### src/rtl/alarm_unit.sv
// Alarm comparator, alarm-time register and IDLE/RINGING/SNOOZE ringer FSM.
// Define ALARM_SNOOZE_EN to build the SNOOZE state and snooze countdown.
module alarm_unit #(
    parameter int sec_div        = 100000000,
    parameter int ring_timeout_s = 60,
    parameter int snooze_min     = 5
) (
    input  logic       CLK100MHZ,
    input  logic       RST,
    input  logic [3:0] hr_u,
    input  logic [3:0] hr_l,
    input  logic [3:0] min_u,
    input  logic [3:0] min_l,
    input  logic [5:0] sec,
    input  logic       arm,
    input  logic       inc_h,
    input  logic       inc_m,
    input  logic       dismiss,
    input  logic       snooze,
    output logic [3:0] al_hr_u,
    output logic [3:0] al_hr_l,
    output logic [3:0] al_min_u,
    output logic [3:0] al_min_l,
    output logic       ringing,
    output logic       snoozing,
    output logic       alarm_out
);

    localparam int PW = (sec_div > 1) ? $clog2(sec_div) : 1;
    localparam int RW = (ring_timeout_s > 1) ? $clog2(ring_timeout_s) : 1;
    localparam logic [PW-1:0] PRESC_LAST = PW'(sec_div - 1);
    localparam logic [PW-1:0] PRESC_HALF = PW'(sec_div / 2);
    localparam logic [RW-1:0] RING_LAST  = RW'(ring_timeout_s - 1);

    typedef enum logic [1:0] {
        IDLE    = 2'd0,
        RINGING = 2'd1
`ifdef ALARM_SNOOZE_EN
        , SNOOZE = 2'd2
`endif
    } state_t;

    state_t        state_q, state_d;
    logic [3:0]    al_hr_u_q, al_hr_l_q, al_min_u_q, al_min_l_q;
    logic [3:0]    al_hr_u_d, al_hr_l_d, al_min_u_d, al_min_l_d;
    logic          match, match_q, trigger;
    logic [PW-1:0] presc_q, presc_d;
    logic [RW-1:0] ring_cnt_q, ring_cnt_d;
    logic          sec_tick, ring_done, stay;
    logic          ringing_q, alarm_out_q;

    // Alarm time editing: hour wraps 23->00, minute wraps 59->00 without carry.
    always_comb begin
        al_hr_u_d  = al_hr_u_q;
        al_hr_l_d  = al_hr_l_q;
        al_min_u_d = al_min_u_q;
        al_min_l_d = al_min_l_q;
        if (inc_h) begin
            if (al_hr_u_q == 4'd2 && al_hr_l_q == 4'd3) begin
                al_hr_u_d = 4'd0;
                al_hr_l_d = 4'd0;
            end else if (al_hr_l_q == 4'd9) begin
                al_hr_u_d = al_hr_u_q + 4'd1;
                al_hr_l_d = 4'd0;
            end else begin
                al_hr_l_d = al_hr_l_q + 4'd1;
            end
        end
        if (inc_m) begin
            if (al_min_l_q == 4'd9) begin
                al_min_l_d = 4'd0;
                al_min_u_d = (al_min_u_q == 4'd5) ? 4'd0 : al_min_u_q + 4'd1;
            end else begin
                al_min_l_d = al_min_l_q + 4'd1;
            end
        end
    end

    assign match = arm && (sec == 6'd0) &&
                   ({hr_u, hr_l, min_u, min_l} == {al_hr_u_q, al_hr_l_q, al_min_u_q, al_min_l_q});
    assign trigger   = match && !match_q;
    assign sec_tick  = (presc_q == PRESC_LAST);
    assign ring_done = sec_tick && (ring_cnt_q == RING_LAST);

`ifdef ALARM_SNOOZE_EN
    localparam int SNOOZE_S = snooze_min * 60;
    localparam int SW = (SNOOZE_S > 1) ? $clog2(SNOOZE_S) : 1;
    localparam logic [SW-1:0] SNZ_LAST = SW'(SNOOZE_S - 1);

    logic [SW-1:0] snz_cnt_q, snz_cnt_d;
    logic          snz_done, snoozing_q;

    assign snz_done = sec_tick && (snz_cnt_q == SNZ_LAST);
    assign snoozing = snoozing_q;
`else
    logic unused_snooze;
    assign unused_snooze = snooze;
    assign snoozing      = 1'b0;
`endif

    always_comb begin
        state_d = state_q;
        if (!arm) begin
            state_d = IDLE;
        end else begin
            case (state_q)
                IDLE:    if (!dismiss && trigger) state_d = RINGING;
                RINGING: begin
                    if (dismiss)        state_d = IDLE;
`ifdef ALARM_SNOOZE_EN
                    else if (snooze)    state_d = SNOOZE;
`endif
                    else if (ring_done) state_d = IDLE;
                end
`ifdef ALARM_SNOOZE_EN
                SNOOZE: begin
                    if (dismiss)       state_d = IDLE;
                    else if (snz_done) state_d = RINGING;
                end
`endif
                default: state_d = IDLE;
            endcase
        end
    end

    // Counters restart on every state entry so second boundaries align to it.
    assign stay = (state_d == state_q);
    always_comb begin
        presc_d    = '0;
        ring_cnt_d = '0;
        if (stay && state_d != IDLE)
            presc_d = sec_tick ? '0 : presc_q + 1'b1;
        if (stay && state_d == RINGING)
            ring_cnt_d = sec_tick ? ring_cnt_q + 1'b1 : ring_cnt_q;
`ifdef ALARM_SNOOZE_EN
        snz_cnt_d = '0;
        if (stay && state_d == SNOOZE)
            snz_cnt_d = sec_tick ? snz_cnt_q + 1'b1 : snz_cnt_q;
`endif
    end

    always_ff @(posedge CLK100MHZ) begin
        if (RST) begin
            state_q     <= IDLE;
            al_hr_u_q   <= 4'd0;
            al_hr_l_q   <= 4'd0;
            al_min_u_q  <= 4'd0;
            al_min_l_q  <= 4'd0;
            match_q     <= 1'b0;
            presc_q     <= '0;
            ring_cnt_q  <= '0;
            ringing_q   <= 1'b0;
            alarm_out_q <= 1'b0;
`ifdef ALARM_SNOOZE_EN
            snz_cnt_q   <= '0;
            snoozing_q  <= 1'b0;
`endif
        end else begin
            state_q     <= state_d;
            al_hr_u_q   <= al_hr_u_d;
            al_hr_l_q   <= al_hr_l_d;
            al_min_u_q  <= al_min_u_d;
            al_min_l_q  <= al_min_l_d;
            match_q     <= match;
            presc_q     <= presc_d;
            ring_cnt_q  <= ring_cnt_d;
            ringing_q   <= (state_d == RINGING);
            alarm_out_q <= (state_d == RINGING) && (presc_d < PRESC_HALF);
`ifdef ALARM_SNOOZE_EN
            snz_cnt_q   <= snz_cnt_d;
            snoozing_q  <= (state_d == SNOOZE);
`endif
        end
    end

    assign al_hr_u   = al_hr_u_q;
    assign al_hr_l   = al_hr_l_q;
    assign al_min_u  = al_min_u_q;
    assign al_min_l  = al_min_l_q;
    assign ringing   = ringing_q;
    assign alarm_out = alarm_out_q;

endmodule
### config.mk
export PLATFORM = sky130hd
export DESIGN_NAME = alarm_unit
export DESIGN_NICKNAME = d
export VERILOG_FILES = /design/src/rtl/alarm_unit.sv
export SDC_FILE = /design/constraint.sdc
export NUM_CORES = 1
export LEC_CHECK = 0
export CAP_MARGIN = 20
export CORE_ASPECT_RATIO = 1.75
export CORE_MARGIN = 2
export CORE_UTILIZATION = 57
export DETAILED_ROUTE_END_ITERATION = 7
export DONT_BUFFER_PORTS = 1
export GPL_TIMING_DRIVEN = 0
export HOLD_SLACK_MARGIN = 0.02
export PLACE_DENSITY = 0.75
export SLEW_MARGIN = 10
export SYNTH_ARGS = -nofsm -noshare
export SYNTH_HDL_FRONTEND = slang
export SYNTH_SLANG_ARGS = --single-unit
### constraint.sdc
create_clock -name CLK100MHZ -period 2.13 [get_ports CLK100MHZ]
set_input_delay 0.426 -clock CLK100MHZ [delete_from_list [all_inputs] [get_ports CLK100MHZ]]
set_output_delay 0.426 -clock CLK100MHZ [all_outputs]
set_load 0.02 [all_outputs]
# ---- Yosys cells after proc, flatten, opt, wreduce, memory -nomap -nowiden
# Cells that the tools add are included.
dict set report classes {
  n_addsub 6
  n_lt_le_gt_ge 1
  n_eq_ne 11
  mux 13
  n_bitwise 1
  n_reduce_logical 18
}
# op count
set op_table {}
lappend op_table {{27-bit two-way mux} 2}
lappend op_table {{27-bit by 1-bit adder with 27-bit output, second input constant} 1}
lappend op_table {{27-bit equality test, second input constant} 1}
lappend op_table {{27-bit by 26-bit < comparator with 1-bit output, second input constant} 1}
lappend op_table {{4-bit two-way mux} 6}
lappend op_table {{4-bit by 1-bit adder with 4-bit output, second input constant} 4}
lappend op_table {{16-bit equality test} 1}
lappend op_table {{1-bit logical AND} 9}
lappend op_table {{4-bit by 2-bit equality test with 1-bit output, second input constant} 2}
lappend op_table {{4-bit equality test, second input constant} 2}
lappend op_table {{2-bit two-way mux} 4}
lappend op_table {{6-bit by 1-bit adder with 6-bit output, second input constant} 1}
lappend op_table {{6-bit equality test, second input constant} 1}
lappend op_table {{6-bit zero test} 1}
lappend op_table {{2-bit by 1-bit equality test with 1-bit output, second input constant} 2}
lappend op_table {{4-bit by 3-bit equality test with 1-bit output, second input constant} 1}
lappend op_table {{2-bit one-hot mux with 2 select lines} 1}
lappend op_table {{2-bit AND reduction} 2}
lappend op_table {{2-bit nonzero test} 2}
lappend op_table {{2-bit equality test} 1}
lappend op_table {{1-bit zero test} 2}
lappend op_table {{2-bit zero test} 1}
lappend op_table {{2-bit OR reduction} 1}
lappend op_table {{1-bit NOT} 1}
dict set report totals {
  register_bits 54
  in_bits 29
  output_inout_bits 19
}

# ---- Depth between registers and ports, before layout
# Gate-level depths: netlist (run 1).
dict set report logic_depth {
  word_depth 13
  depth_mapped 9
}

# ---- Least setup slack after synthesis (run 1)
# Ideal clock, no wire load.
dict set report synth_timing {
  kind {flip-flop to flip-flop}
  startpoint {register presc_q[0]}
  endpoint {register presc_q[21]}
  setup_ns 0.115
  arrival_ns 2.104
  required_ns 2.015
  setup_slack_ns -0.088
  stages_incl_launch_ff 10
  n_path_buf 2
  synth_period_minus_slack_ns 2.218
  path_cell_list {dfxtp_1 ha_1 and3_1 buf_4 nand3_2 or4_4 o211ai_4 or2b_4 buf_6 nor2_1}
}
dict set report synth_via {
  elab_chain_cells 9
  word_cells_on_any_way 12
}
# item line
set synth_rtl {}
lappend synth_rtl {{start, declared} 47} ;# logic [PW-1:0] presc_q, presc_d;
lappend synth_rtl {{start signal, assigned} 165} ;# presc_q <= presc_d;
lappend synth_rtl {{27-bit equality test} 82} ;# assign sec_tick = (presc_q == PRESC_LAST);
lappend synth_rtl {{1-bit logical AND} 83} ;# assign ring_done = sec_tick && (ring_cnt_q == RING_LAST);
lappend synth_rtl {{2-bit two-way mux} 113} ;# else if (ring_done) state_d = IDLE;
lappend synth_rtl {{2-bit two-way mux} 109} ;# if (dismiss) state_d = IDLE;
lappend synth_rtl {{2-bit one-hot mux with 2 select lines} 106} ;# case (state_q)
lappend synth_rtl {{2-bit two-way mux} 103} ;# if (!arm) begin
lappend synth_rtl {{2-bit equality test / 2-bit nonzero test (equally long branches)} {127, 131}}
lappend synth_rtl {{1-bit logical AND} 131} ;# if (stay && state_d != IDLE)
lappend synth_rtl {{27-bit two-way mux *} 131}
# Every way passes the cells marked *; elsewhere a longest branch is shown, timed or not.
# A chain may end at the register's enable or synchronous reset.

# ---- Worst setup path in the final report (run 1)
dict set report layout_timing {
  startpoint {register presc_q[22]}
  endpoint {register presc_q[17]}
}
dict set report layout_via {
  elab_chain_cells 9
  word_cells_on_any_way 11
}
# item line
set layout_rtl {}
lappend layout_rtl {{27-bit equality test *} 82}
lappend layout_rtl {{1-bit logical AND} 83}
lappend layout_rtl {{2-bit two-way mux} 113}
lappend layout_rtl {{2-bit two-way mux} 109}
lappend layout_rtl {{2-bit one-hot mux with 2 select lines} 106}
lappend layout_rtl {{2-bit two-way mux} 103}
lappend layout_rtl {{2-bit equality test / 2-bit nonzero test (equally long branches)} {127, 131}}
lappend layout_rtl {{1-bit logical AND} 131}
lappend layout_rtl {{27-bit two-way mux *} 131}
# Marked as above.

==> reports/results.ini, run 1 <==
[status]
status = complete, but fails checks
violations = setup timing

[setup_path]
crit_buf_inv = 1
end_kind = flip-flop
worst-path-max-fanout = 8
path_class = reg -> reg
crit_required_ps = 2340
crit_arrival_ps = 2390
slowest_delay_ps = 550
cp_slowest_cell = or4_4
worst_setup_path_start_kind = flip-flop
cp_top_family = simple AND/OR/NAND/NOR gates
worstPathCellList = nand2_1, or4b_4, or4_4, or2b_4, buf_6, nor2_1

[global_route]
grt_pass1_vias = 2544
antenna_found_initial = 0
grt_first_pass_wirelength_mm = 11.4
grt.total_usage = 0.253
grt_max_degree = 16
grt-ovfl-total = 0

[sta]
finalClockSkew_ps = 11.9
rsz0062_at_grt = yes
relSlewSlack = 0.656
tns_ps = -598
finalCritPeriodShare = 1.02
period_needed_ps = 2180
setup_ws_ps = -47.4
worst_pin_slew_ps = 516
max_freq_mhz = 459
slew_viol_final = 0
hold_violations = 0
setup_viol = 24

[clock_tree]
cts.root.buffer_cell = clkbuf_8
cts_buffers = 5
clk_latency_ps = 320
clk_path_buf_depth = 2
h-tree-depth = 2
clock-sinks = 54
clk_pin_slew_worst_paths_ps = 100
cts_tree = yes

[floorplanning]
num_rows = 34
die_area_um2 = 5780
die_x_um = 58.3
die_height_um = 99.1
initial_core_util = 0.592
ioPinCount = 48
fp.coreArea_um2 = 4980

[finish]
fin_nets = 415
mostFrequentLayoutCell = nor2_1
num_antenna_cells = 0
final_util = 0.705
layout-drive-gt1-share = 0.252
syn_to_final_growth_pct = 19.1
final_cell_mix = nor2_1 (41), xor2_1 (36), dfxtp_1 (36)

[synth]
synthTopCellsByArea = dfxtp_1 (37%), xor2_1 (11%), nor2_1 (6.5%), xnor2_1 (4.2%), nand4_1 (3.2%)
synth_top_area_cell = dfxtp_1
ys.warnings.count = 0
avgSynthCellArea_um2 = 8.56
ys_types = 55
synthArstFlopShare = 0
netlist_area_um2 = 2950
netlist.area_leader.share = 0.367
ys_dominant_reg_cell = dfxtp_1
synthCells = 344
yosys_register_bits = 54
synth_edf_count = 0
ys_seq_area_frac = 0.367

[job]
drv_cap = 0

[detailed_routing]
finalWirelength_mm = 6.98
post_drt_via_cell_ratio = 5.91
vias = 2573
drt_pre_antenna_iters = 4
drc = 0
drt_iter0_markers = 75
wire_per_inst_um = 16.0
route.antenna.remaining_nets = 0

[placement]
gp_congestion = 0.883
portBuffers = 0
dp_hpwl_mm = 4.94

[power]
power_leakage_nw = 1.27
p_per_area_nw_per_um2 = 480
power.total_mw = 1.68
irDropWorstVdd_mv = 0.420

[min_path]
hp-class = in -> reg

-- metal layers --
metal / wire length (µm) / global-route usage / vias up
li1: - / - / 1272
met1: 2550 / 0.242 / 1194
met2: 3900 / 0.481 / 83
met3: 265 / 0.0520 / 24
met4: 262 / 0.131 / 0
met5: 0 / 0 / -
-- sequential cells by signal (all words and copies together) (netlist names) --
| name | cells |
|---|---|
| al_hr_l | 4 |
| al_hr_u | 4 |
| al_min_l | 4 |
| al_min_u | 4 |
| alarm_out | 1 |
| match_q | 1 |
| presc_q | 27 |
| ring_cnt_q | 6 |
| ringing | 1 |
| state_q | 2 |
-- through the flow --
step           instances  setup slack (ps)  cell area, µm²  hold WS, ps
2_1_floorplan        345             -23.6            2980          437
3_3_place_gp         399              -226            3040          456
3_5_place_dp         399              -252            3040          462
4_1_cts              419              -108            3290          263
5_1_grt              435              -100            3510          280
6_report             435             -47.4            3510          269
-- logic make-up (layout without fill, tap and decap cells) --
kind of cell             Yosys count  count (layout)  share of synthesized area
flip-flops                        54              54                      0.367
XOR/XNOR                          50              50                      0.149
AO/OA/AOI/OAI                     34              34                     0.0867
AND/OR/NAND/NOR                  171             171                      0.316
buffers and inverters             24              60                     0.0408
adder cells (fa/ha/maj)            6               6                     0.0255
multiplexers                       4               4                     0.0136
other                              1               2                    0.00127
-- cell usage after synthesis, types with 4 or more instances --
cell type and instances:
nand3b_1 4, nand2_1 19, nand4_1 15, buf_2 4
inv_1 7, ha_1 6, mux2i_1 4, xor2_1 36
nor3_1 12, xnor2_1 14, nor2b_1 9, nor4_1 10
clkbuf_1 7, and4_1 5, nor2_1 51, nand2b_1 4
dfxtp_1 54, and3_1 5, nand3_1 17, a21oi_1 8
-- where the power goes --
group / total [mW] / internal, mW / switching (mW)
logic: 0.0524 / 0.0241 / 0.0283
registers: 1.03 / 1.01 / 0.0219
clock network: 0.600 / 0.263 / 0.337
-- path summary, 6_finish.rpt --
kind / depth (start not counted) / slack [ps] / to / from
worst max-delay path: 6 / -50 / presc_q[17] / presc_q[22]
worst min-delay path: 2 / 270 / al_min_l[0] / inc_m
worst max register to register: 6 / -50 / presc_q[17] / presc_q[22]
worst min register to register: 1 / 450 / presc_q[0] / presc_q[0]
-- repair_timing --
action,CTS,global route
gates resized for setup,23,43
pin swaps,19,9
setup endpoints to repair,29,34
cloned,2,0
buffers inserted,11,18
hold buffers,0,0
-- final cells by class --
class                           instances  area, µm²
Buffer                                 14        116
Clock buffer                            7       86.3
Clock inverter                          1       5.00
Fill cell                             399       1470
Inverter                                7       26.3
Multi-Input combinational cell        267       1850
Sequential cell                        54       1120
Tap cell                               54       67.6
Timing Repair Buffer                   31        240
Power figures use the tool's default switching activity.
==> inputs of run 2 (changes only) <==
--- a/config.mk
+++ b/config.mk
@@ -9,6 +9,7 @@
 export CORE_ASPECT_RATIO = 1.75
 export CORE_MARGIN = 2
 export CORE_UTILIZATION = 57
+export CTS_CLUSTER_SIZE = 28
 export DETAILED_ROUTE_END_ITERATION = 7
 export DONT_BUFFER_PORTS = 1
 export GPL_TIMING_DRIVEN = 0
==> results of run 2 <==
Final layout, timing and power as in run 1 (identical DEF).
==> inputs of run 3 (changes only) <==
--- a/config.mk
+++ b/config.mk
@@ -15,6 +15,7 @@
 export GPL_TIMING_DRIVEN = 0
 export HOLD_SLACK_MARGIN = 0.02
 export PLACE_DENSITY = 0.75
+export REMOVE_ABC_BUFFERS = 1
 export SLEW_MARGIN = 10
 export SYNTH_ARGS = -nofsm -noshare
 export SYNTH_HDL_FRONTEND = slang
==> run 3 against run 2 <==
Compared with the run above:
- the flow still finishes with violations (setup timing)
- non-clock buffer count fell by 23
- final cell count shrank 5.1%
- die area did not move
- first-iteration DRC count up 130%
- hold slack worse by 98 ps
- clock skew is 8.6 ps lower
- count of clock-buffer cells in the layout fell by 2
- design area down 3.4%
- register-to-register slack worse by 20 ps
- utilization is 2.4 points lower
- total power grew 3.8%
- critical path depth is 1 higher
- critical path type unchanged
- critical endpoint is now alarm_out
- highest routed layer unchanged
==> reports/results.ini, run 3 (synthesized netlist as in run 1, its figures left out) <==
[status]
status = complete, but fails checks
violations = setup timing

[global_route]
grt.total_usage = 0.253  ; about the same
grt_pass1_vias = 2607  ; +2.5%
grt-ovfl-total = 0  ; unchanged
grt_first_pass_wirelength_mm = 11.6  ; +2.2%
antenna_found_initial = 0  ; unchanged
grt_max_degree = 22  ; +6

[detailed_routing]
finalWirelength_mm = 6.95  ; -0.44%
drt_iter0_markers = 173  ; +130%
vias = 2598  ; +0.97%
post_drt_via_cell_ratio = 6.29  ; +6.4%
route.antenna.remaining_nets = 0  ; unchanged
drc = 0  ; unchanged
wire_per_inst_um = 16.8  ; +4.9%
drt_pre_antenna_iters = 4  ; unchanged

[setup_path]
slowest_delay_ps = 480  ; -70 ps
crit_required_ps = 2350  ; about the same
crit_buf_inv = 1  ; unchanged
end_kind = flip-flop
rr_worst_depth = 7  ; +1
cp_slowest_cell = or3b_2
worst-path-max-fanout = 5  ; -3
crit_arrival_ps = 2420  ; +30 ps
worst_setup_path_start_kind = flip-flop
path_depth = 7  ; +1
worstPathCellList = buf_4, nand4_1, nor2_1, or3b_2, a31oi_1, o22ai_1, a211oi_2
cp_top_family = simple AND/OR/NAND/NOR gates
path_class = reg -> reg

[finish]
instances_no_fill = 413  ; -5.1%
largest_register_ffs = 27  ; unchanged
fin_nets = 393  ; -5.3%
area.sequential_um2 = 1120  ; -0.11%
mostFrequentLayoutCell = nor2_1
num_antenna_cells = 0  ; unchanged
fill_cells = 391  ; -2.0%
layout-drive-gt1-share = 0.231  ; -0.0208
final_cell_mix = nor2_1 (49), xor2_1 (36), dfxtp_1 (29)
final_util = 0.681  ; -0.0239
multi_input_comb_area_um2 = 1890  ; +2.4%
top_regs = presc_q (27), ring_cnt_q (6)
syn_to_final_growth_pct = 15.1
regMostFlops = presc_q

[sta]
slew_viol_final = 0  ; unchanged
finalClockSkew_ps = 3.37  ; -8.57 ps
period_needed_ps = 2200  ; +22.7 ps
hold_violations = 0  ; unchanged
setup_ws_ps = -70.1  ; -22.7 ps
finalCritPeriodShare = 1.03  ; +0.0106
max_freq_mhz = 455  ; -1.0%
tns_ps = -72.1  ; +526 ps
whs_ps = 171  ; -98.2 ps
setup_viol = 2  ; -92%
rsz0062_at_grt = yes

[floorplanning]
die_area_um2 = 5780  ; unchanged
initial_core_util = 0.592  ; unchanged
fp.coreArea_um2 = 4980  ; unchanged
die_x_um = 58.3  ; unchanged
die_height_um = 99.1  ; unchanged
num_rows = 34  ; unchanged
ioPinCount = 48  ; unchanged

[power]
p_per_area_nw_per_um2 = 516  ; +7.4%
power_leakage_nw = 1.21  ; -4.6%
irDropWorstVdd_mv = 0.614  ; +46%

[placement]
dp.cells = 382  ; -4.3%
gp_congestion = 0.885  ; +0.19%
dp_slack_ps = -603  ; -351 ps
portBuffers = 0  ; unchanged
dp_hpwl_mm = 4.46  ; -9.9%

[min_path]
worstHoldPathCells = 1  ; -1
hp-class = in -> reg

[clock_tree]
clk_latency_ps = 310  ; about the same
clk_pin_slew_worst_paths_ps = 90  ; about the same
h-tree-depth = 2  ; unchanged
cts.root.buffer_cell = clkbuf_8
cts_tree = yes
clk_path_buf_depth = 2  ; unchanged
clock-sinks = 54  ; unchanged
cts_buffers = 5  ; unchanged

[job]
drv_cap = 0  ; unchanged

[run 3: metrics by stage]
stage	cell area [µm²]	total power [mW]
2_1_floorplan	2860	1.09
3_3_place_gp	2920	1.10
3_5_place_dp	2920	1.10
4_1_cts	3300	1.76
5_1_grt	3390	1.82
6_report	3390	1.75
[run 3: where the power goes]
group	total (mW)	switching (mW)	internal [mW]
Clock	0.671	0.324	0.346
Sequential	1.04	0.0229	1.01
Combinational	0.0398	0.0181	0.0217
[run 3: cell type report]
type	instances	share of cell area
Clock buffer	5	0.0203
Clock inverter	3	0.0118
Inverter	7	0.00775
Multi-Input combinational cell	268	0.558
Sequential cell	54	0.330
Tap cell	54	0.0199
Timing Repair Buffer	22	0.0524
[run 3: final timing paths]
| path | startpoint | end | slack (ps) |
|---|---|---|---|
| max | presc_q[1] | alarm_out | -70 |
| min | RST | al_min_u[2] | 170 |
| max reg2reg | presc_q[1] | alarm_out | -70 |
| min reg2reg | ring_cnt_q[1] | ring_cnt_q[1] | 480 |
[run 3: metal layers]
layer	track usage	vias up	routed length, µm
met4	0.141	0	360
li1	-	1236	-
met1	0.256	1227	2550
met2	0.466	103	3710
met3	0.0455	32	324
met5	0	-	0
[run 3: repair_timing]
action	CTS	global route
hold buffers	0	0
setup endpoints to repair	35	26
pin swaps	14	11
gates cloned	1	0
gates resized for setup	31	27
setup buffers	21	1
